## src/rtl/alu_issue_ctrl.sv

```systemverilog
// alu_issue_ctrl: issues one command at a time to an external ALU and
// returns its result through a valid/ready response port.
// Ports: CLK, RESET (async, active high); CMD_VALID/CMD_READY with
//   CMD_OP/CMD_A/CMD_B; ALU_IN_A/ALU_IN_B/ALU_Op_Code to the ALU and
//   ALU_Out back; RES_VALID/RES_READY with RES_DATA/RES_ERR; BUSY.
// Parameter ALU_LATENCY (1..4): cycles from operand drive to ALU_Out.
// Macro ALU_ISSUE_OPCHECK_EN: opcodes 0xC..0xE are rejected with RES_ERR.
module alu_issue_ctrl #(
  parameter int ALU_LATENCY = 1
) (
  input  logic       CLK,
  input  logic       RESET,
  input  logic       CMD_VALID,
  output logic       CMD_READY,
  input  logic [3:0] CMD_OP,
  input  logic [7:0] CMD_A,
  input  logic [7:0] CMD_B,
  output logic [7:0] ALU_IN_A,
  output logic [7:0] ALU_IN_B,
  output logic [3:0] ALU_Op_Code,
  input  logic [7:0] ALU_Out,
  output logic       RES_VALID,
  input  logic       RES_READY,
  output logic [7:0] RES_DATA,
  output logic       RES_ERR,
  output logic       BUSY
);

  localparam logic [3:0] OP_NOP = 4'hF;
  localparam logic [1:0] CNT_LOAD = 2'(ALU_LATENCY - 1);

  typedef enum logic [1:0] {
    IDLE,
    WAIT,
    RESP
  } state_t;

  state_t     state, state_n;
  logic [1:0] cnt, cnt_n;
  logic [7:0] a_q, a_n;
  logic [7:0] b_q, b_n;
  logic [3:0] op_q, op_n;
  logic [7:0] res_q, res_n;
  logic       vld_q, vld_n;
  logic       err_q, err_n;
  logic       bad_op;

`ifdef ALU_ISSUE_OPCHECK_EN
  assign bad_op = (CMD_OP == 4'hC) ||
                  (CMD_OP == 4'hD) ||
                  (CMD_OP == 4'hE);
`else
  assign bad_op = 1'b0;
`endif

  always_ff @(posedge CLK or posedge RESET) begin
    if (RESET) begin
      state <= IDLE;
      cnt   <= 2'd0;
      a_q   <= 8'h00;
      b_q   <= 8'h00;
      op_q  <= OP_NOP;
      res_q <= 8'h00;
      vld_q <= 1'b0;
      err_q <= 1'b0;
    end else begin
      state <= state_n;
      cnt   <= cnt_n;
      a_q   <= a_n;
      b_q   <= b_n;
      op_q  <= op_n;
      res_q <= res_n;
      vld_q <= vld_n;
      err_q <= err_n;
    end
  end

  always_comb begin
    state_n = state;
    cnt_n   = cnt;
    a_n     = a_q;
    b_n     = b_q;
    op_n    = op_q;
    res_n   = res_q;
    vld_n   = vld_q;
    err_n   = err_q;
    unique case (state)
      IDLE: begin
        if (CMD_VALID) begin
          if (bad_op) begin
            // Rejected opcode never reaches the ALU.
            res_n   = 8'h00;
            err_n   = 1'b1;
            vld_n   = 1'b1;
            state_n = RESP;
          end else begin
            a_n     = CMD_A;
            b_n     = CMD_B;
            op_n    = CMD_OP;
            cnt_n   = CNT_LOAD;
            state_n = WAIT;
          end
        end
      end
      WAIT: begin
        if (cnt == 2'd0) begin
          res_n   = ALU_Out;
          err_n   = 1'b0;
          vld_n   = 1'b1;
          op_n    = OP_NOP;
          state_n = RESP;
        end else begin
          cnt_n = cnt - 2'd1;
        end
      end
      RESP: begin
        if (RES_READY) begin
          vld_n   = 1'b0;
          err_n   = 1'b0;
          state_n = IDLE;
        end
      end
      default: state_n = IDLE;
    endcase
  end

  assign CMD_READY   = (state == IDLE);
  assign BUSY        = (state != IDLE);
  assign ALU_IN_A    = a_q;
  assign ALU_IN_B    = b_q;
  assign ALU_Op_Code = op_q;
  assign RES_DATA    = res_q;
  assign RES_VALID   = vld_q;
  assign RES_ERR     = err_q;

endmodule

```

## config.mk

```make
export PLATFORM = sky130hd
export DESIGN_NAME = alu_issue_ctrl
export DESIGN_NICKNAME = d
export VERILOG_FILES = /design/src/rtl/alu_issue_ctrl.sv
export SDC_FILE = /design/constraint.sdc
export NUM_CORES = 1
export LEC_CHECK = 0
export CAP_MARGIN = 0
export CORE_MARGIN = 4
export CORE_UTILIZATION = 46
export CTS_BUF_LIST = sky130_fd_sc_hd__clkbuf_2
export DETAILED_ROUTE_END_ITERATION = 6
export PLACE_DENSITY = 0.87
export SYNTH_ARGS = -nofsm -noshare
export SYNTH_HDL_FRONTEND = slang
export SYNTH_SLANG_ARGS = --single-unit
```

## constraint.sdc

```tcl
create_clock -name CLK -period 2.1 [get_ports CLK]
set_input_delay 0.42 -clock CLK [delete_from_list [all_inputs] [get_ports CLK]]
set_output_delay 0.42 -clock CLK [all_outputs]
set_load 0.005 [all_outputs]
```

Word level (Yosys, flattened, before mapping) --
Index checks and enable logic that the tools add are counted.
Cells by class: add/subtract/negate cells 1, multipliers 0, divide/modulo/power cells 0, $lt $le $gt $ge 0, eq/ne operators 6, shifts and indexed selects 0, multiplexer cells 15, bitwise operators 0, reduce and logical (&&, ||, !) cells 11
Operators by type and width (number):
- $reduce_and A3 Y1 | 4
- $mux W2 | 5
- $mux W4 | 2
- $ne A2 B2 Y1 const B | 4
- $pmux W4 S2 | 1
- $pmux W2 S3 | 1
- $reduce_bool A2 Y1 | 3
- $logic_not A2 Y1 | 2
- $pmux W1 S2 | 2
- $pmux W2 S2 | 1
- $reduce_and A2 Y1 | 2
- $mux W1 | 3
- $eq A2 B1 Y1 const B | 1
- $eq A2 B2 Y1 const B | 1
- $sub A2 B1 Y2 const B | 1
Word-level totals: flip-flop bits (word level) 34, bits in latches 0, memory bits (writable) 0, ROM bits 0, input bits 32, output and inout port bits 32, logic and storage cells 41, memories kept 0

Logic depth before layout (Yosys ltp) --
depth in word-level cells 3, depth in mapped cells 6, gate-level depth less buffers 5

Worst setup path after synthesis --
Ideal clock, no wire load.
kind flip-flop to flip-flop, from register state[0], to register a_q[4], in the netlist ALU_IN_A[4], setup time 125 ps, data arrival time 1268 ps, data required time 1975 ps, path slack 706 ps, stages on the path, launching flop included 7, path buffers 3, clock period less this slack 1394 ps, cell sequence dfrtp_1 -> buf_4 -> nor2_4 -> and2_4 -> buf_6 -> buf_12 -> mux2_4
On the way: cells in the longest elaborated chain, start to end 2
Ends and longest elaborated chain:
- from (decl) | line 38 | state_t state, state_n;
- from (signal assigned) | line 67 | state <= state_n;
- $logic_not A2 Y1
- net CMD_READY | line 14 | output logic CMD_READY,
- $reduce_and A2 Y1 (no source line)
- to (signal assigned) | line 69 | a_q <= a_n;
- to (decl) | line 40 | logic [7:0] a_q, a_n;
The timed path passes the listed nets, and every way through them passes these cells. A chain may end at the register's enable or synchronous reset.

Worst setup path after layout --
from register state[1], to output CMD_READY
On the way: cells in the longest elaborated chain, start to end 1
Ends and longest elaborated chain:
- $logic_not A2 Y1 | line 127 | assign CMD_READY = (state == IDLE);
- to (decl) | line 14
No other way between the ends.

==> out/qor.yml <==
clock_skew_ns: 0.02075
grt_max_degree: 28
cts_sinks: 33
p_clk_share_pct: 10.4
io_pins: 64
yosys_register_bits: 33
yosysTopAreaCell: "dfrtp_1"
place.gp.congestion: 0.6689
crit_chain: "nor2_4 > clkdlybuf4s50_1"
p_seq_share_pct: 39.9
yosysSeqAreaShare_pct: 57.29
gr-total-overflow: 0
antenna_found_initial: 0
path_class: "flip-flop to output port"
fin_crit_sh_pct: 92.94
fmax_ghz: 0.5123
min_period_ns: 1.952
ys.flop_type: "dfrtp_1"
cts_setup_buffers: 0
syn_avg_cell_area_um2: 14.08
cp-end-kind: "output port"
synthesis.area_um2: 1450
final_core_util_pct: 70.91
crit_fanout: 12
r2r_cells: 3
power_density_nw_per_um2: 1352
dp_cells: 206
clk_pin_slew_ns: 0.18
die_width_um: 64.15
dp_hpwl_mm: 2.411
p_int_mw: 2.032
worstSetupStartpointType: "flip-flop"
wl_per_cell_um: 14.69
drtIter0Drc: 40
final_antenna_net_count: 0
netlist_instances: 103
cp_slowest_cell: "dfrtp_2"
status: "complete, no violations"
grt_pass1_wl_mm: 5.250
rsz0062_at_grt: "false"
irDropWorstVdd_uv: 544.1
clk_latency_ns: 0.38
via_count: 1034
switching_share_pct: 30.00
wirelength_mm: 3.144
reg2reg_slack_ns: 0.66
synthArstFlopShare_pct: 100.0
die_h_um: 64.15
drv_slew: 0
maxCapViolations: 0
n_antenna_cell: 0
p_comb_share_pct: 49.7
cp.arrival_ns: 1.53
synthTopCellsByCount: "dfrtp_1, mux2_2, mux2_4"
synthToLayoutAreaGrowth_pct: 48.06
start_util_pct: 47.89
core-area_um2: 3028
die_area_um2: 4115
nNetsFinal: 203
p_leak_nw: 0.9137
clock_path_buffers: 2
p_switching_mw: 0.8711
crit_required_ns: 1.68
hp-class: "primary input to async pin"
synth_top_area_share_pct: 50.04
synth_most_common_cell: "dfrtp_1"
r2r-start: "state[1]$_DFFE_PP0P_"
route.detailed.drc: 0
cts_tree: "built"
synth_cell_types: 24
cpPeakStageDelay_ns: 0.52
cts_made_buffers: 5
syn_nets: 137
setup_viol: 0
num_rows: 20
synth_edf_count: 0
cts_hold_buf: 0
h-tree-depth: 2
port_buffers: 62
timing.final.hold_violations: 0
gr-usage-all-layers_pct: 16.80
r2r_end: "ALU_IN_B[7]$_DFFE_PP0P_"
fin_cells: 214
cts_root_buffer: "clkbuf_2"
firstDrtPassIters: 4
synth_area_leaders: "dfrtp_1, mux2_2, mux2_4, dfstp_2, o22a_1"
fin_ws_ns: 0.1482
viasPerCell: 4.832
yosys_warnings: 0
setup_tns_ns: 0
power.total_mw: 2.903
drive_above_1_share_pct: 25.29
dp_slack_ns: 0.3782
grt_pass1_vias: 1093
-- cells in the final DEF (no fill, tap or decap) --
master and count:
o22a_1 8, and2_4 1, clkbuf_2 6, dfstp_2 4, nand2b_1 3, o21ai_0 5
inv_1 6, nand2_1 2, mux2_2 14, a21oi_1 3, conb_1 1, nand3b_2 1
clkdlybuf4s50_1 62, ha_1 2, nor2_1 3, o311ai_0 1, nor2_4 1, buf_4 2
clkinv_2 2, nand3_1 2, buf_12 1, dfrtp_1 28, mux2_4 10, dfrtp_2 1
o211ai_1 1
-- power by group through the flow --
stage	clock [mW]	combinational [mW]	sequential (mW)
after floorplan	0	0.724	1.16
after global placement	0	1.41	1.15
after detailed placement	0	1.46	1.17
after CTS	0.314	1.47	1.16
after global routing	0.344	1.56	1.20
final	0.303	1.44	1.16
-- metrics by stage --
stage | hold slack [ns] | cell area (um^2)
after floorplan | 0.5020 | 1450
after global placement | 0.4878 | 2106
after detailed placement | 0.4937 | 2106
after CTS | 0.2576 | 2146
after global routing | 0.2816 | 2147
final | 0.2612 | 2147
-- metal layers --
metal | vias to the layer above | routed length (um) | track usage, %
met5 | - | 0 | 0
met4 | 0 | 52 | 8.707
met3 | 5 | 270 | 5.272
met2 | 53 | 1500 | 26.45
met1 | 489 | 1320 | 20.62
li1 | 487 | - | -
-- worst max-delay path: cells and delay by family, from the launching register on --
| kind | cells | cell delay (ns) |
|---|---|---|
| buf+inv | 1 | 0.51 |
| flops | 1 | 0.52 |
| simple gates | 1 | 0.15 |
-- worst max-delay path by stage --
stage	start	to
global route	state[1]$_DFFE_PP0P_	CMD_READY
global placement	CMD_VALID	ALU_IN_B[7]$_DFFE_PP0P_
detailed placement	CMD_VALID	ALU_IN_A[0]$_DFFE_PP0P_
finish	state[1]$_DFFE_PP0P_	CMD_READY
floorplan	state[0]$_DFFE_PP0P_	ALU_IN_A[4]$_DFFE_PP0P_
CTS	state[1]$_DFFE_PP0P_	BUSY
-- flip-flops by register name, indices dropped and copies added, names as in the netlist --
register and flops:
ALU_IN_A 8, ALU_Op_Code 4, RES_DATA 8, cnt 2, RES_VALID 1, state 2, ALU_IN_B 8
-- what timing repair did --
action | CTS | global route
hold endpoints to repair | 0 | 0
gates resized for setup | 0 | 1
endpoints found under the setup margin | 0 | 2
-- kinds of logic after synthesis --
logic type,after synthesis,synth area share [%]
other cells,1,0.2586
mux,24,21.22
compound gates,18,8.714
flops,33,57.29
simple gates,13,5.436
fa+ha+maj,2,1.725
buf+inv,12,5.348
-- final cells by class --
cell class | instances | area [um^2]
clock buffers | 6 | 30.03
clock inverters | 2 | 10.01
fillers | 204 | 880.8
inverters | 6 | 22.52
multi-input cells | 58 | 541.8
flip-flops and latches | 33 | 832.0
well taps | 44 | 55.05
repair buffers | 65 | 655.6
No activity file was read; power rests on OpenSTA's default activity.
